File: src/rtl/vram_scroll_ctrl.sv
// Text-mode VRAM engine: full-screen clear and one-row scroll-up, sharing a single VRAM port with a host.
// Optional macro VRAM_SCROLL_FAIRNESS_EN: the engine wins the port after 3 consecutive host grants.
module vram_scroll_ctrl #(
   parameter int ROW_WORDS = 40,
   parameter int ROWS      = 30
) (
   input  logic        i_clk,
   input  logic        i_reset,
   input  logic        i_cmd_valid,
   output logic        o_cmd_ready,
   input  logic [1:0]  i_cmd_op,
   input  logic [15:0] i_cmd_fill,
   input  logic        i_host_req,
   input  logic        i_host_we,
   input  logic [10:0] i_host_addr,
   input  logic [31:0] i_host_wdata,
   input  logic [3:0]  i_host_be,
   output logic        o_host_waitreq,
   output logic        o_host_rdvalid,
   output logic [31:0] o_host_rdata,
   output logic [10:0] o_mem_addr,
   output logic        o_mem_re,
   output logic        o_mem_we,
   output logic [3:0]  o_mem_be,
   output logic [31:0] o_mem_wdata,
   input  logic [31:0] i_mem_rdata,
   output logic        o_busy,
   output logic        o_done
);

   localparam logic [10:0] LAST_IDX   = 11'(ROW_WORDS * ROWS - 1);
   localparam logic [10:0] SCROLL_END = 11'((ROWS - 1) * ROW_WORDS - 1);
   localparam logic [10:0] ROW_OFS    = 11'(ROW_WORDS);

   typedef enum logic [2:0] {
      IDLE, CLR_WR, SCR_RD, SCR_CAP, SCR_WR, FILL_WR, FIN
   } state_t;

   state_t      r_state;
   logic [10:0] r_idx;
   logic [31:0] r_hold;
   logic [31:0] r_fill;
   logic        r_done;
   logic        r_busy;
   logic        r_cmd_ready;
   logic        r_host_rdvalid;

   logic        w_eng_need;
   logic        w_host_grant;
   logic        w_eng_grant;
   logic        w_accept;

   // SCR_CAP only samples the read data, so the port is free for the host in that cycle
   assign w_eng_need = (r_state == CLR_WR) || (r_state == SCR_RD) ||
                       (r_state == SCR_WR) || (r_state == FILL_WR);
   assign w_accept   = i_cmd_valid && r_cmd_ready;

`ifdef VRAM_SCROLL_FAIRNESS_EN
   logic [1:0] r_fair_cnt;
   logic       w_force_eng;

   assign w_force_eng    = w_eng_need && (r_fair_cnt == 2'd3);
   assign w_host_grant   = i_host_req && !w_force_eng;
   assign o_host_waitreq = i_host_req && w_force_eng;

   always_ff @(posedge i_clk or posedge i_reset) begin
      if (i_reset) begin
         r_fair_cnt <= 2'd0;
      end else if (w_eng_grant) begin
         r_fair_cnt <= 2'd0;
      end else if (w_host_grant && w_eng_need) begin
         r_fair_cnt <= r_fair_cnt + 2'd1;
      end
   end
`else
   assign w_host_grant   = i_host_req;
   assign o_host_waitreq = 1'b0;
`endif

   assign w_eng_grant = w_eng_need && !w_host_grant;

   // NOTE: every output of this block gets a default first, so no latch is inferred on idle paths.
   always_comb begin
      o_mem_addr  = 11'd0;
      o_mem_re    = 1'b0;
      o_mem_we    = 1'b0;
      o_mem_be    = 4'b0000;
      o_mem_wdata = 32'd0;
      if (w_host_grant) begin
         o_mem_addr  = i_host_addr;
         o_mem_we    = i_host_we;
         o_mem_re    = !i_host_we;
         o_mem_be    = i_host_be;
         o_mem_wdata = i_host_wdata;
      end else if (w_eng_grant) begin
         case (r_state)
            CLR_WR, FILL_WR: begin
               o_mem_addr  = r_idx;
               o_mem_we    = 1'b1;
               o_mem_be    = 4'b1111;
               o_mem_wdata = r_fill;
            end
            SCR_RD: begin
               o_mem_addr = r_idx + ROW_OFS;
               o_mem_re   = 1'b1;
            end
            SCR_WR: begin
               o_mem_addr  = r_idx;
               o_mem_we    = 1'b1;
               o_mem_be    = 4'b1111;
               o_mem_wdata = r_hold;
            end
            default: begin
               o_mem_addr = 11'd0;
            end
         endcase
      end
   end

   // NOTE: sequential state uses non-blocking assignments so every register samples pre-edge values.
   always_ff @(posedge i_clk or posedge i_reset) begin
      if (i_reset) begin
         r_state     <= IDLE;
         r_idx       <= 11'd0;
         r_hold      <= 32'd0;
         r_fill      <= 32'd0;
         r_done      <= 1'b0;
         r_busy      <= 1'b0;
         r_cmd_ready <= 1'b1;
      end else begin
         r_done <= 1'b0;
         case (r_state)
            IDLE: begin
               if (w_accept) begin
                  r_fill      <= {i_cmd_fill, i_cmd_fill};
                  r_idx       <= 11'd0;
                  r_busy      <= 1'b1;
                  r_cmd_ready <= 1'b0;
                  case (i_cmd_op)
                     2'b01:   r_state <= CLR_WR;
                     2'b10:   r_state <= SCR_RD;
                     default: begin
                        r_state <= FIN;
                        r_done  <= 1'b1;
                     end
                  endcase
               end
            end
            CLR_WR, FILL_WR: begin
               if (w_eng_grant) begin
                  if (r_idx == LAST_IDX) begin
                     r_idx   <= 11'd0;
                     r_state <= FIN;
                     r_done  <= 1'b1;
                  end else begin
                     r_idx <= r_idx + 11'd1;
                  end
               end
            end
            SCR_RD: begin
               if (w_eng_grant) begin
                  r_state <= SCR_CAP;
               end
            end
            SCR_CAP: begin
               r_hold  <= i_mem_rdata;
               r_state <= SCR_WR;
            end
            SCR_WR: begin
               if (w_eng_grant) begin
                  r_idx   <= r_idx + 11'd1;
                  r_state <= (r_idx == SCROLL_END) ? FILL_WR : SCR_RD;
               end
            end
            FIN: begin
               r_state     <= IDLE;
               r_busy      <= 1'b0;
               r_cmd_ready <= 1'b1;
            end
            default: begin
               r_state     <= IDLE;
               r_busy      <= 1'b0;
               r_cmd_ready <= 1'b1;
            end
         endcase
      end
   end

   // Only host reads flag valid data; engine reads stay internal
   always_ff @(posedge i_clk or posedge i_reset) begin
      if (i_reset) begin
         r_host_rdvalid <= 1'b0;
      end else begin
         r_host_rdvalid <= w_host_grant && !i_host_we;
      end
   end

   assign o_host_rdvalid = r_host_rdvalid;
   assign o_host_rdata   = i_mem_rdata;
   assign o_cmd_ready    = r_cmd_ready;
   assign o_busy         = r_busy;
   assign o_done         = r_done;

endmodule

File: config.mk
export PLATFORM = sky130hd
export DESIGN_NAME = vram_scroll_ctrl
export DESIGN_NICKNAME = d
export VERILOG_FILES = /design/src/rtl/vram_scroll_ctrl.sv
export SDC_FILE = /design/constraint.sdc
export NUM_CORES = 1
export LEC_CHECK = 0
export ABC_AREA = 1
export CORE_MARGIN = 3
export CORE_UTILIZATION = 46
export CTS_CLUSTER_SIZE = 20
export DETAILED_ROUTE_END_ITERATION = 7
export HOLD_SLACK_MARGIN = 0.12
export PLACE_DENSITY = 0.84
export SYNTH_ARGS = -nofsm -noshare
export SYNTH_HDL_FRONTEND = slang
export SYNTH_SLANG_ARGS = --single-unit
File: constraint.sdc
create_clock -name i_clk -period 3.4 [get_ports i_clk]
set_input_delay 0.34 -clock i_clk [delete_from_list [all_inputs] [get_ports i_clk]]
set_output_delay 0.34 -clock i_clk [all_outputs]
set_load 0.01 [all_outputs]
# Word level (Yosys, flattened, before mapping)
# Cells that the tools add are included.
op_classes:
  n_addsub: 2
  n_eq_ne: 14
  muxes: 37
  n_bitwise: 1
  reduce_logical: 18
op_table:
  columns: ["cell", "n"]
  rows:
  - ["11-bit two-way mux", 6]
  - ["32-bit two-way mux", 2]
  - ["32-bit case mux with 2 select lines", 1]
  - ["11-bit case mux with 3 select lines", 1]
  - ["11-bit equality test (second input constant)", 2]
  - ["11-bit case mux with 2 select lines", 1]
  - ["3-bit two-way mux", 6]
  - ["3-bit case mux with 5 select lines", 1]
  - ["1-bit two-way mux", 12]
  - ["4-bit two-way mux", 3]
  - ["11-bit by 1-bit adder with 11-bit output (second input constant)", 1]
  - ["11-bit by 6-bit adder with 11-bit output (second input constant)", 1]
  - ["2-bit != test (second input constant)", 5]
  - ["3-bit by 2-bit equality test with 1-bit output (second input constant)", 2]
  - ["3-bit equality test (second input constant)", 2]
  - ["1-bit case mux with 2 select lines", 3]
  - ["3-bit case mux with 2 select lines", 1]
  - ["5-bit AND reduction", 1]
  - ["5-bit OR reduction", 1]
  - ["2-bit AND reduction", 2]
  - ["4-bit AND reduction", 1]
  - ["2-bit OR reduction", 2]
  - ["3-bit by 1-bit equality test with 1-bit output (second input constant)", 1]
  - ["1-bit logical AND", 3]
  - ["other kinds (8)", 11]
totals:
  register_bits: 82
  inputBits: 102
  output_inout_bits: 86
  elab_cells: 80

# Logic depth before layout (Yosys ltp)
depth:
  ltp_word: 7
  mapped_depth: 9
  ltp_nobuf: 9

# Worst setup path before layout
# OpenSTA, ideal clock, no wires.
synth_timing:
  kind: "register to output"
  start: "reg r_state[1]"
  end: "out o_mem_wdata[10]"
  arrival_time_ns: 1.293
  required_ns: 3.060
  path_slack_ns: 1.767
  path_stages_with_launch: 7
  path_buffers: 2
  path_cell_list: "dfrtp_1 -> nor2_1 -> nand2_1 -> buf_6 -> buf_2 -> o22ai_1 -> a22o_1"
synth_via:
  elab_chain_cells: 7
  elab_cells_between_ends: 12
  classes_between: "4 x eq/ne; 3 x mux; 5 x reduce/logical"
synth_lines:
  columns: ["item", "line", "rtl"]
  rows:
  - ["from (decl)", "39", "state_t r_state;"]
  - ["from (signal assigned)", "172", "r_state <= (r_idx == SCROLL_END) ? FILL_WR : SCR_RD;"]
  - ["parallel branches: the longest is 5 deep, another holds 32-bit case mux with 2 select lines", null, null]
  - ["32-bit two-way mux *", "95", "end else if (w_eng_grant) begin"]
  - ["32-bit two-way mux *", "89", "if (w_host_grant) begin"]
  - ["to (decl)", "25", "output logic [31:0] o_mem_wdata,"]
# Mark *: on every way between the ends.

# Worst setup path after layout
layout_timing:
  start: "reg r_state[2]"
  end: "out o_mem_wdata[17]"
# Same word-level chain as after synthesis.

==> metrics <==
CTS tree yes; met1 Usage GRT 34.5%; IO Pins 188; CTS buffer count 9; CP max FO 38; flop-to-flop setup slack 1490 ps; sequential area share after synthesis 39.1%; Max H-tree Level 3; Final Setup Violations 0; drt total wl 13500 µm; CTS resizes 0; Buffers & Inverters on Critical Path 3; top cell type's share of synthesized area 38.5%; fin crit period 3000 ps; FMAX 333 MHz; fraction of the mapped netlist area in simple logic gates 20.4%; Leak 2.72 nW; Setup TNS Final 0 ps; Setup CP Type reg2out; Worst IR Drop VDD 0.323 mV; diode count 0; Final Power 3.82 mW; final core occ 68.9%; status finished clean; Clock Pin Slew Worst Setup and Hold Paths 80 ps; wire length per cell 16.8 µm; Synth async-reset ratio 100%; Mean Syn Cell Area 7.70 µm²; relative slew slack 53.1%; cell family with most CP delay buffers and inverters; Cell Pwr Density 630 nW/µm²; DRT iter0 DRCs 234; post-synth cell types 37; initial antenna violation count 0; Slew @ Worst Pin 703 ps; post-synthesis mux area share 4.26%; Total Nets Final 798; clock root cell clkbuf_8; reg2reg path depth 8; first-pass GRT wire length 21500 µm; Syn Nets 655; Setup Skew 14.7 ps; part of the cycle the worst path needs 88.2%; Avg Vias per Cell 5.41; vias in the first global route 4385; Synth area leaders dfrtp_1 38%, nand2_1 11%, a22o_1 6.8%, o21ai_0 6.3%, buf_4 6.2%; Int Pwr 2.26 mW; Seq pwr share 33.2%; CTS max path bufs 2; area delta synth->final 43.6%; reg2reg end r_idx[10]; row cnt 34; drt first pass iters 5; crit-path most repeated cell inv_2; max-slew violation count 0; largest net degree at the start of global routing 51; clock group share of total power 17.3%; GR Util All Layers 26.6%; placed cell area 5870 µm²; CP endpoint kind output port; Max stage delay on crit path 540 ps; Cells after Synth 549; core area 8810 µm²; Die X 102 µm; ys flop type dfrtp_1; Sw Pwr 1.57 mW; critical path arrival 2660 ps; HP Class in2async; FF-to-FF Start r_idx[0]; Synth Area in Adders 1.18%; met2 GRT Util 44.6%; Initial Utilization 48.0%; clock sink total 66; Chip Height 102 µm; slowest cell on the critical path clkdlybuf4s50_1; Sw Ratio 41.0%; postcts setup bufs 0; GRT Max-Usage Layer met2; worst-path cell chain inv_2 -> nand3_2 -> nand2_2 -> nand2_4 -> inv_2 -> a22o_1 -> clkdlybuf4s50_1; EDFF count, synth 0; cell taking the most area after synthesis dfrtp_1; drt drc 0; I/O Buffers 186; post-DP HPWL 10500 µm; area of the die 10400 µm²; layout cell share with drive strength beyond 1 8.03%; max-cap viol count 0; remaining antenna violation count 0; Post-CTS Hold Buffers 0; Syn. warnings 0; Cell Area, Synth 4230 µm²; startpoint types register; Final GP Congestion 0.969; remaining global-route overflow 0; unrepaired setup endpoints after global routing no; main combinational cell family by area after synthesis simple AND/OR/NAND/NOR gates; Post-Synth XOR/XNOR Area 0%; Worst-Skew Late Latency 340 ps; CP required 3060 ps; vias 4356; grt met3 use 6.55%; combinational cell fraction of total power 49.5%; post-synthesis compound-gate area fraction 19.7%; fin area 6070 µm²; flops & latches, synth 66; final hold violation count 0
area by class of cell:
cell class              instances  area (µm²)
fillers                       732        2740
multi-input cells             359        1940
repair buffers                193        1910
flip-flops and latches         66        1650
inverters                      63         236
clock buffers                  12         145
well taps                     108         135
clock inverters                 4        51.3
layout by cell type (no fill, tap or decap), drive strengths merged:
| master | n |
|---|---|
| o211ai | 2 |
| mux2 | 16 |
| o31ai | 1 |
| dfstp | 1 |
| buf | 8 |
| nand3b | 1 |
| clkinv | 1 |
| nand3 | 25 |
| conb | 1 |
| a21o | 1 |
| o21ai | 56 |
| bufinv | 1 |
| clkdlybuf4s50 | 185 |
| nor3 | 5 |
| clkbuf | 12 |
| nand2 | 128 |
| nor2 | 39 |
| a22o | 33 |
| o22ai | 17 |
| nand4 | 6 |
| dfrtp | 65 |
| or2 | 1 |
| clkinvlp | 1 |
| a22oi | 1 |
| ha | 4 |
| inv | 64 |
| a21oi | 22 |
through the flow:
stage | hold slack [ps] | setup WS [ps] | cells
after CTS | 335 | 392 | 805
after detailed placement | 494 | 754 | 789
after floorplan | 425 | 1410 | 549
after global placement | 470 | 824 | 789
final | 330 | 400 | 805
after global routing | 369 | 211 | 805
synthesized netlist by cell type, types with 2 or more instances:
cell,instances
o21ai_0,53
inv_1,59
clkbuf_1,6
nand3_1,24
buf_2,13
nor2_1,35
o211ai_1,2
ha_1,4
mux2_2,16
inv_2,4
dfrtp_1,65
buf_6,4
a21oi_1,21
a22o_1,33
buf_4,35
o21ai_1,2
nor2_2,3
nand4_1,6
o22ai_1,17
nor3_1,4
buf_1,2
nand2_1,126
logic make-up after synthesis:
group / after synthesis
AND/OR/NAND/NOR: 205
buffers and inverters: 124
adder cells (fa/ha/maj): 4
flip-flops: 66
AO/OA/AOI/OAI: 133
other: 1
multiplexers: 16
how the worst max path moves through the flow:
| stage | from | end | depth (start not counted) |
|---|---|---|---|
| finish | r_state[2] | o_mem_wdata[17] | 7 |
| global route | r_state[2] | o_mem_addr[9] | 8 |
| CTS | r_state[2] | o_mem_addr[8] | 8 |
| detailed placement | r_state[2] | o_mem_addr[8] | 8 |
| global placement | r_state[2] | o_mem_addr[9] | 8 |
| floorplan | i_reset | o_busy | 1 |
power by group through the flow:
stage               clock [mW]  sequential [mW]  combinational [mW]
detailed placement           0             1.28                1.89
global placement             0             1.26                1.84
finish                   0.660             1.27                1.89
global route             0.710             1.30                2.10
floorplan                    0             1.24                1.23
CTS                      0.670             1.27                1.90
state kept, by name, summed over array words and instances (netlist names):
| register | count |
|---|---|
| o_host_rdvalid | 1 |
| r_idx | 11 |
| o_done | 1 |
| r_fill | 16 |
| o_cmd_ready | 1 |
| r_state | 3 |
| o_busy | 1 |
| r_hold | 32 |
worst register-to-register path: cells and delay by family, from the launching register on:
family                     cells  cell delay (ps)
and+or+nand+nor                7             1150
DFF                            1              440
adders and majority gates      1              220
metal layers:
layer / vias up / routed length, µm / part of all wire, %
li1: 2078 / - / -
met1: 2042 / 5600 / 41
met5: - / 0 / 0
met4: 0 / 257 / 1.9
met3: 25 / 1060 / 7.8
met2: 211 / 6620 / 49
(Power assumes the default switching activity.)
